--- config.mk ---
export PLATFORM = sky130hd
export DESIGN_NAME = load_store_unit_flat
export DESIGN_NICKNAME = d
export VERILOG_FILES = /design/src/rtl/load_store_unit_if.sv /design/src/rtl/load_store_unit.sv /design/src/flat_wrapper.sv
export SDC_FILE = /design/constraint.sdc
export NUM_CORES = 1
export LEC_CHECK = 0
export BUFFER_PORTS_ARGS = -buffer_cell sky130_fd_sc_hd__buf_2
export CORE_MARGIN = 2
export CORE_UTILIZATION = 50
export DETAILED_ROUTE_END_ITERATION = 10
export HOLD_SLACK_MARGIN = 0.02
export PLACE_DENSITY = 0.84
export SETUP_SLACK_MARGIN = 0.5
export SKIP_LAST_GASP = 1
export SYNTH_ARGS = -nofsm -noshare
export SYNTH_HDL_FRONTEND = slang
export SYNTH_SLANG_ARGS = --single-unit
--- constraint.sdc ---
create_clock -name clk -period 2.87 [get_ports clk]
set_input_delay 0.4305 -clock clk [delete_from_list [all_inputs] [get_ports clk]]
set_output_delay 0.4305 -clock clk [all_outputs]
set_load 0.02 [all_outputs]
--- src/rtl/load_store_unit_if.sv ---
// load_store_unit_if
//   Bundles the execute-stage request channel and the data-memory channel of
//   the load/store unit.
//   slave  : the LSU side (takes requests, drives the memory request).
//   master : the environment side (execute stage plus data memory).
//   req_*  : valid/ready op from execute (is_load, funct3, addr, wdata, rd)
//   mem_*  : valid/ready word-addressed memory port with byte strobes
interface load_store_unit_if #(
    parameter int width = 32
);
    logic             req_valid;
    logic             req_ready;
    logic             req_is_load;
    logic [2:0]       req_funct3;
    logic [31:0]      req_addr;
    logic [width-1:0] req_wdata;
    logic [4:0]       req_rd;

    logic             mem_valid;
    logic             mem_ready;
    logic             mem_we;
    logic [31:0]      mem_addr;
    logic [3:0]       mem_wstrb;
    logic [width-1:0] mem_wdata;
    logic [width-1:0] mem_rdata;

    modport slave (
        input  req_valid, req_is_load, req_funct3, req_addr, req_wdata, req_rd,
        input  mem_ready, mem_rdata,
        output req_ready, mem_valid, mem_we, mem_addr, mem_wstrb, mem_wdata
    );

    modport master (
        output req_valid, req_is_load, req_funct3, req_addr, req_wdata, req_rd,
        output mem_ready, mem_rdata,
        input  req_ready, mem_valid, mem_we, mem_addr, mem_wstrb, mem_wdata
    );
endinterface

--- src/rtl/load_store_unit.sv ---
// load_store_unit
//   RV32I load/store execution over a valid/ready data-memory port, one op in
//   flight. Loads are aligned and sign/zero extended and written to the
//   register file; misaligned, illegal-funct3 and bus-timeout faults are
//   reported as a one-cycle pulse.
//   clk, rst    : clock, asynchronous active-low reset
//   bus         : request + memory channels (load_store_unit_if.slave)
//   rf_en, write_addr, write_data : register file write port
//   fault, fault_cause : fault pulse, cause 01 misaligned / 10 funct3 / 11 timeout
//   busy        : an op is in progress
//
//   state | meaning
//   IDLE  | ready for an op; faults for rejected ops are raised from here
//   REQ   | memory request held on the bus until mem_ready or timeout
//   WB    | load result presented on the register file port for one cycle
module load_store_unit #(
    parameter int width   = 32,
    parameter int TIMEOUT = 255
) (
    input  logic             clk,
    input  logic             rst,
    load_store_unit_if.slave bus,
    output logic             rf_en,
    output logic [4:0]       write_addr,
    output logic [width-1:0] write_data,
    output logic             fault,
    output logic [1:0]       fault_cause,
    output logic             busy
);
    typedef enum logic [1:0] {IDLE, REQ, WB} state_t;

    localparam int CW = (TIMEOUT > 1) ? $clog2(TIMEOUT + 1) : 1;

    state_t           state;
    logic [CW-1:0]    tmo_cnt;
    logic             op_is_load;
    logic [2:0]       op_funct3;
    logic [1:0]       op_lane;
    logic [4:0]       op_rd;

    logic             illegal;
    logic             misaligned;
    logic [3:0]       st_wstrb;
    logic [width-1:0] st_wdata;
    logic [7:0]       ld_byte;
    logic [15:0]      ld_half;
    logic [width-1:0] ld_result;

    // Decode of the op currently offered on the request channel.
    always_comb begin
        illegal    = 1'b0;
        misaligned = 1'b0;
        st_wstrb   = 4'b1111;
        st_wdata   = bus.req_wdata;
        if (bus.req_is_load)
            illegal = (bus.req_funct3 == 3'b011) || (bus.req_funct3[2:1] == 2'b11);
        else
            illegal = (bus.req_funct3 >= 3'b011);
        case (bus.req_funct3[1:0])
            2'b01:   misaligned = bus.req_addr[0];
            2'b10:   misaligned = (bus.req_addr[1:0] != 2'b00);
            default: misaligned = 1'b0;
        endcase
        case (bus.req_funct3[1:0])
            2'b00: begin
                st_wstrb = 4'b0001 << bus.req_addr[1:0];
                st_wdata = {4{bus.req_wdata[7:0]}};
            end
            2'b01: begin
                st_wstrb = 4'b0011 << {bus.req_addr[1], 1'b0};
                st_wdata = {2{bus.req_wdata[15:0]}};
            end
            default: begin
                st_wstrb = 4'b1111;
                st_wdata = bus.req_wdata;
            end
        endcase
    end

    // Load alignment uses the registered lane/funct3, since the request
    // channel may already carry the next op while we wait on memory.
    always_comb begin
        ld_byte = bus.mem_rdata[{op_lane, 3'b000} +: 8];
        ld_half = bus.mem_rdata[{op_lane[1], 4'b0000} +: 16];
        case (op_funct3)
            3'b000:  ld_result = {{24{ld_byte[7]}}, ld_byte};
            3'b001:  ld_result = {{16{ld_half[15]}}, ld_half};
            3'b100:  ld_result = {24'b0, ld_byte};
            3'b101:  ld_result = {16'b0, ld_half};
            default: ld_result = bus.mem_rdata;
        endcase
    end

    assign bus.req_ready = (state == IDLE);
    assign busy          = (state != IDLE);

    always_ff @(posedge clk or negedge rst) begin
        if (!rst) begin
            state         <= IDLE;
            tmo_cnt       <= '0;
            op_is_load    <= 1'b0;
            op_funct3     <= 3'b000;
            op_lane       <= 2'b00;
            op_rd         <= 5'd0;
            bus.mem_valid <= 1'b0;
            bus.mem_we    <= 1'b0;
            bus.mem_addr  <= '0;
            bus.mem_wstrb <= '0;
            bus.mem_wdata <= '0;
            rf_en         <= 1'b0;
            write_addr    <= '0;
            write_data    <= '0;
            fault         <= 1'b0;
            fault_cause   <= 2'b00;
        end else begin
            fault <= 1'b0;
            rf_en <= 1'b0;
            case (state)
                IDLE: begin
                    if (bus.req_valid) begin
                        op_is_load <= bus.req_is_load;
                        op_funct3  <= bus.req_funct3;
                        op_lane    <= bus.req_addr[1:0];
                        op_rd      <= bus.req_rd;
                        tmo_cnt    <= '0;
                        if (illegal) begin
                            fault       <= 1'b1;
                            fault_cause <= 2'b10;
                        end else if (misaligned) begin
                            fault       <= 1'b1;
                            fault_cause <= 2'b01;
                        end else begin
                            state         <= REQ;
                            bus.mem_valid <= 1'b1;
                            bus.mem_we    <= !bus.req_is_load;
                            bus.mem_addr  <= {bus.req_addr[31:2], 2'b00};
                            bus.mem_wstrb <= bus.req_is_load ? 4'b0000 : st_wstrb;
                            bus.mem_wdata <= bus.req_is_load ? '0 : st_wdata;
                        end
                    end
                end
                REQ: begin
                    if (bus.mem_ready) begin
                        bus.mem_valid <= 1'b0;
                        tmo_cnt       <= '0;
                        if (op_is_load) begin
                            write_data <= ld_result;
                            write_addr <= op_rd;
                            rf_en      <= (op_rd != 5'd0);
                            state      <= WB;
                        end else begin
                            state <= IDLE;
                        end
                    end else if (TIMEOUT != 0 && tmo_cnt == CW'(TIMEOUT - 1)) begin
                        bus.mem_valid <= 1'b0;
                        fault         <= 1'b1;
                        fault_cause   <= 2'b11;
                        tmo_cnt       <= '0;
                        state         <= IDLE;
                    end else begin
                        tmo_cnt <= tmo_cnt + 1'b1;
                    end
                end
                WB:      state <= IDLE;
                default: state <= IDLE;
            endcase
        end
    end
endmodule

--- src/flat_wrapper.sv ---
// flat-port wrapper written by rule: the top's interface ports become plain ports
module load_store_unit_flat 
#(
    parameter int width   = 32,
    parameter int TIMEOUT = 255
)
  (clk, rst, rf_en, write_addr, write_data, fault, fault_cause, busy, bus_req_valid, bus_req_is_load, bus_req_funct3, bus_req_addr, bus_req_wdata, bus_req_rd, bus_mem_ready, bus_mem_rdata, bus_req_ready, bus_mem_valid, bus_mem_we, bus_mem_addr, bus_mem_wstrb, bus_mem_wdata);
  load_store_unit_if #(.width(width)) bus_i ();
  input  logic clk;
  input  logic rst;
  output logic rf_en;
  output logic [4:0] write_addr;
  output logic [width-1:0] write_data;
  output logic fault;
  output logic [1:0] fault_cause;
  output logic busy;
  input wire logic [$bits(bus_i.req_valid)-1:0] bus_req_valid;
  input wire logic [$bits(bus_i.req_is_load)-1:0] bus_req_is_load;
  input wire logic [$bits(bus_i.req_funct3)-1:0] bus_req_funct3;
  input wire logic [$bits(bus_i.req_addr)-1:0] bus_req_addr;
  input wire logic [$bits(bus_i.req_wdata)-1:0] bus_req_wdata;
  input wire logic [$bits(bus_i.req_rd)-1:0] bus_req_rd;
  input wire logic [$bits(bus_i.mem_ready)-1:0] bus_mem_ready;
  input wire logic [$bits(bus_i.mem_rdata)-1:0] bus_mem_rdata;
  output wire logic [$bits(bus_i.req_ready)-1:0] bus_req_ready;
  output wire logic [$bits(bus_i.mem_valid)-1:0] bus_mem_valid;
  output wire logic [$bits(bus_i.mem_we)-1:0] bus_mem_we;
  output wire logic [$bits(bus_i.mem_addr)-1:0] bus_mem_addr;
  output wire logic [$bits(bus_i.mem_wstrb)-1:0] bus_mem_wstrb;
  output wire logic [$bits(bus_i.mem_wdata)-1:0] bus_mem_wdata;
  assign bus_i.req_valid = bus_req_valid;
  assign bus_i.req_is_load = bus_req_is_load;
  assign bus_i.req_funct3 = bus_req_funct3;
  assign bus_i.req_addr = bus_req_addr;
  assign bus_i.req_wdata = bus_req_wdata;
  assign bus_i.req_rd = bus_req_rd;
  assign bus_i.mem_ready = bus_mem_ready;
  assign bus_i.mem_rdata = bus_mem_rdata;
  assign bus_req_ready = bus_i.req_ready;
  assign bus_mem_valid = bus_i.mem_valid;
  assign bus_mem_we = bus_i.mem_we;
  assign bus_mem_addr = bus_i.mem_addr;
  assign bus_mem_wstrb = bus_i.mem_wstrb;
  assign bus_mem_wdata = bus_i.mem_wdata;
  load_store_unit #(.width(width), .TIMEOUT(TIMEOUT)) u_core (.clk(clk), .rst(rst), .bus(bus_i), .rf_en(rf_en), .write_addr(write_addr), .write_data(write_data), .fault(fault), .fault_cause(fault_cause), .busy(busy));
endmodule
### Word level (Yosys, flattened, before mapping)

Index checks and enable logic that the tools add are counted.

* register bits after elaboration: 130
* input port bits: 109
* output and inout bits: 113
* logic and storage cells: 95

* add/sub/neg operators: 1
* order comparisons: 1
* eq/ne operators: 16
* shifts and indexed selects: 4
* muxes and demuxes: 39
* bitwise gates (word level): 2
* reduce and logical (&&, ||, !) cells: 16

Operator list (number)
* 32-bit case mux with 4 select lines: 1
* 32-bit case mux with 2 select lines: 1
* 32-bit two-way mux: 1
* 32-bit by 6-bit variable part select with 16-bit output: 1
* 32-bit by 6-bit variable part select with 8-bit output: 1
* 8-bit two-way mux: 3
* 2-bit two-way mux: 11
* 8-bit case mux with 2 select lines: 1
* 1-bit two-way mux: 14
* 5-bit AND reduction: 2
* 8-bit by 1-bit adder with 8-bit output, second input constant: 1
* 8-bit == test, second input constant: 1
* 2-bit inequality test, second input constant: 4
* 2-bit case mux with 2 select lines: 2
* 4-bit case mux with 2 select lines: 1
* 4-bit AND reduction: 2
* 3-bit == test, second input constant: 2
* 1-bit case mux with 2 select lines: 3
* 2-bit nonzero test: 3
* 5-bit nonzero test: 1
* 2-bit by 1-bit == test with 1-bit output, second input constant: 2
* 2-bit == test, second input constant: 2
* 2-bit logical NOT: 2
* 4-bit two-way mux: 1
* 14 further kinds: 16

### Logic depth before layout (Yosys ltp)

* depth after elaboration: 6
* depth in mapped cells: 9
* gate-level depth less buffers: 6

### Worst setup path before layout

Ideal clock, no wire load.

* path kind: in2reg
* start: input bus_req_funct3[1]
* end: register u_core.bus.mem_wdata[10]
* setup time: 0.125 ns
* arrival: 1.817 ns
* required time: 2.745 ns
* setup slack: 0.928 ns
* stages: 8
* path buffers: 3
* cell sequence: inv_1 -> ha_1 -> buf_2 -> or2_2 -> buf_2 -> buf_2 -> o21a_1 -> mux2_2

* cells in the longest elaborated chain, start to end: 5
* elaborated cells on any way between the ends: 14
* classes of those cells: order compare (1); eq/ne (4); mux (4); bitwise (2); reduce/logical (3)

Ends and longest elaborated chain
* start, declared: RTL line flat_wrapper.sv:19 `input wire logic [$bits(bus_i.req_funct3)-1:0] bus_req_funct3;`
* branches (longest 5 deep; another with 3-bit by 2-bit greater-or-equal comparator with 1-bit output)
* end signal, assigned: RTL line load_store_unit.sv:138 `bus.mem_wdata <= bus.req_is_load ? '0 : st_wdata;`
* end, declared: RTL line load_store_unit_if.sv:30 `output req_ready, mem_valid, mem_we, mem_addr, mem_wstrb, mem_wdata`

Several ways; the timed one is not identified.
A chain may end at the register's enable or synchronous reset.

### Worst setup path in the final report

* start: input bus_req_funct3[1]
* end: register u_core.bus.mem_wdata[8]

Same word-level chain as after synthesis.

==> metrics.csv <==
stage,metric,value,unit
power,pwr dens,973,nW/um^2
logic_synthesis,Gate Count Post-Synth,549,
cts,clk root buf,clkbuf_16,
power,Peak supply drop,0.000573,V
power,static leakage,0.00404,uW
worst_setup_path,kind of critical path,input port to flop,
floorplan,die width,114,um
cts,clock buffer count from CTS,17,
power,Gate power share,32.7,%
grt,Total GRT Usage,26.5,%
logic_synthesis,async set or reset register ratio after synthesis,100,%
worst_setup_path,WP data required,3.17,ns
timing,top achievable clock speed,0.476,GHz
floorplan,Rows,40,
hold_path,Hold Path Class,input port to asynchronous set/reset pin,
cts,Skew-Pair Late Insertion Delay,0.42,ns
power,sw power,2730,uW
worst_setup_path,Worst setup SP type,input port,
timing,Final Cycle Share,73.2,%
placed_design,GPL Wtd Cong,0.900,
detailed_routing,routed vias,5211,
timing,Hold Slack,0.0236,ns
worst_setup_path,slowest cell delay on critical path,0.59,ns
timing,max-slew violation count,0,
floorplan,core area,11900,um^2
run,Max Cap Viol,0,
grt,first-pass GRT wire length,26600,um
worst_setup_path,Worst EP arrival,2.41,ns
timing,Setup Skew,0.00952,ns
placed_design,IO buf count,219,
detailed_routing,first-pass iteration count of the detailed router,5,
detailed_routing,Routed WL,16700,um
cts,CTS tree,built,
worst_setup_path,crit path cell chain,"buf_2, inv_1, ha_1, or2_2, a21oi_1, o21a_1, mux2_2",
logic_synthesis,synth warn,0,
worst_setup_path,CP Max Fanout,36,
logic_synthesis,"Primary FF master, synth",dfrtp_1,
timing,Slew headroom,52.3,%
detailed_routing,Via density,5.63,
logic_synthesis,post-synthesis cell area,6030,um^2
logic_synthesis,Yosys cell types,49,
power,total chip power,7690,uW
layout,layout cells sized above 1,41.5,%
timing,actual slew at the worst max-slew pin,0.716,ns
worst_setup_path,CP Buf/Inv Count,2,
power,Seq pwr share,36.6,%
logic_synthesis,Syn Area/Cell,11.0,um^2
grt,vias in the first global route,5322,
timing,final hold vios,0,
layout,Nets,881,
detailed_routing,Residual DRC,0,
placed_design,hpwl dp,12200,um
detailed_routing,antenna-violating nets left,0,
worst_setup_path,Setup crit end kind,flop,
floorplan,I/O pin count,222,
power,Internal Dissipation,4960,uW
cts,"Hold-fix buffers, CTS",0,
cts,clk sinks,130,
logic_synthesis,Synth area leader,dfrtp_1,
worst_setup_path,CP top delay family,simple AND/OR/NAND/NOR gates,
logic_synthesis,Synth area leaders,"dfrtp_1, mux2_2, nand2_1, nand3_1, mux2i_1",
power,Clock power frac,30.6,%
cts,post-cts repair resize count,0,
logic_synthesis,"EDFF count, synth",0,
grt,grt total ovfl,0,
floorplan,die area,12900,um^2
cts,htree depth,4,
timing,unrepaired setup endpoints after global routing,false,
layout,Area Overhead vs Synth,31.1,%
logic_synthesis,Yosys reg bits,130,
timing,Final TNS setup,0,ns
floorplan,initial core utilization,50.6,%
layout,# fillers,925,
layout,multi-input combinational cell area,2530,um^2
layout,ANT cells,0,
worst_setup_path,r2r worst-path depth,4,
logic_synthesis,Post-synth top cells,"dfrtp_1, nand2_1, mux2_2, nand3_1, a21oi_1",
worst_setup_path,critical path depth in cells,7,
grt,largest net degree at the start of global routing,69,
grt,initial antenna violation count,0,
cts,CTS max path bufs,2,
timing,crit path time final,2.10,ns
timing,Final setup viols,0,
floorplan,Die Height,114,um
logic_synthesis,sequential area share after synthesis,54.0,%
worst_setup_path,CP max-delay cell,or2_2,
logic_synthesis,most common cell in the synthesized netlist,dfrtp_1,
layout,Seq. cell area,3250,um^2
cts,clock-pin slew on the worst setup and hold paths,0.06,ns
cts,Post-CTS Setup Inserts,0,
detailed_routing,Initial DRC Count,394,
logic_synthesis,post-synth top area share,54.0,%
detailed_routing,drt wl/cell,18.1,um
status,status,"finished, final reports clean",
power,Switching Fraction,35.5,%
final cells by class:
class	instances	area share [%]
Tap cell	147	2.33
Clock inverter	13	2.68
Clock buffer	18	5.43
Inverter	21	0.998
Timing Repair Buffer	231	15.4
Sequential cell	130	41.2
Multi-Input combinational cell	365	32.0
metrics by stage:
step | setup WS, ns | instances | cell area, um^2 | util, %
after floorplan | 0.928 | 550 | 6030 | -
after global placement | 0.527 | 894 | 7260 | 61.0
after detailed placement | 0.426 | 894 | 7260 | 61.0
after CTS | 0.787 | 925 | 7900 | 66.3
after global routing | 0.603 | 925 | 7900 | 66.3
final | 0.768 | 925 | 7900 | 66.3
per-layer routing:
metal	share of wire (%)	routed length, um	global-route usage, %
met5	0	0	0
met3	7.9	1320	7.33
met2	51	8500	44.4
met1	39	6470	32.3
met4	2.7	454	11.2
registers in the layout (all words and copies together) (netlist names):
register and cells:
u_core.op_rd 5, u_core.op_is_load 1, u_core.fault 1, u_core.state 2
u_core.bus.mem_addr 30, u_core.bus.mem_wdata 32, u_core.op_funct3 3, u_core.fault_cause 2
u_core.rf_en 1, u_core.write_data 32, u_core.bus.mem_valid 1, u_core.write_addr 5
u_core.bus.mem_we 1, u_core.bus.mem_wstrb 4, u_core.op_lane 2, u_core.tmo_cnt 8
power groups by stage:
stage          Combinational [uW]  Sequential (uW)  Clock, uW
6_report                     2510             2820       2360
3_5_place_dp                 2520             2830          0
5_1_grt                      2700             2880       2460
3_3_place_gp                 2470             2800          0
4_1_cts                      2530             2810       2390
2_1_floorplan                 876             3490          0
cells in the final DEF, fill, tap and decap left out, types with 2 or more instances in the layout:
| cell | netlist | layout |
|---|---|---|
| a21o_1 | 2 | 2 |
| nand4_1 | 2 | 2 |
| clkinvlp_4 | 0 | 4 |
| mux2_1 | 10 | 10 |
| buf_4 | 3 | 11 |
| mux2i_1 | 17 | 17 |
| bufinv_16 | 0 | 5 |
| buf_2 | 17 | 218 |
| inv_1 | 20 | 20 |
| o21ai_0 | 18 | 18 |
| dfrtp_1 | 130 | 130 |
| nand2b_1 | 4 | 4 |
| o22a_1 | 15 | 15 |
| ha_1 | 6 | 6 |
| a22oi_1 | 15 | 15 |
| nor4_1 | 3 | 3 |
| o21ai_1 | 2 | 2 |
| buf_12 | 0 | 2 |
| clkinv_4 | 0 | 3 |
| nor3_1 | 3 | 3 |
| nand2_1 | 72 | 72 |
| o21bai_1 | 5 | 5 |
| and2_1 | 2 | 2 |
| o21a_1 | 8 | 8 |
| a22o_1 | 7 | 7 |
| conb_1 | 1 | 2 |
| a21oi_1 | 23 | 23 |
| nand3_1 | 39 | 39 |
| nor2b_1 | 10 | 10 |
| nor2_1 | 20 | 20 |
| xnor2_1 | 4 | 4 |
| clkbuf_16 | 0 | 17 |
| a31oi_1 | 7 | 7 |
| mux2_2 | 53 | 53 |
cell families after synthesis:
family,share of synthesized area [%]
compound gates,12.6
other cells,0.0622
xor+xnor,0.727
fa+ha+maj,1.25
simple gates,12.2
buf+inv,4.21
mux,15.0
flops,54.0
path summary, 6_finish.rpt:
| path | start | slack (ns) | endpoint |
|---|---|---|---|
| min in group clk | bus_req_addr[3] | 0.23 | u_core.bus.mem_addr[3]$_DFFE_PN0P_ |
| worst min register to register | u_core.write_addr[1]$_DFFE_PN0P_ | 0.48 | u_core.write_addr[1]$_DFFE_PN0P_ |
| worst max register to register | u_core.op_lane[1]$_DFFE_PN0P_ | 0.79 | u_core.write_data[30]$_DFFE_PN0P_ |
| worst min-delay path | rst | 0.02 | u_core.write_data[10]$_DFFE_PN0P_ |
| worst max-delay path | bus_req_funct3[1] | 0.77 | u_core.bus.mem_wdata[8]$_DFFE_PN0P_ |
| max in group asynchronous | rst | 2.08 | u_core.tmo_cnt[6]$_DFFE_PN0P_ |
Note: power is estimated with default switching activity, not from simulation.
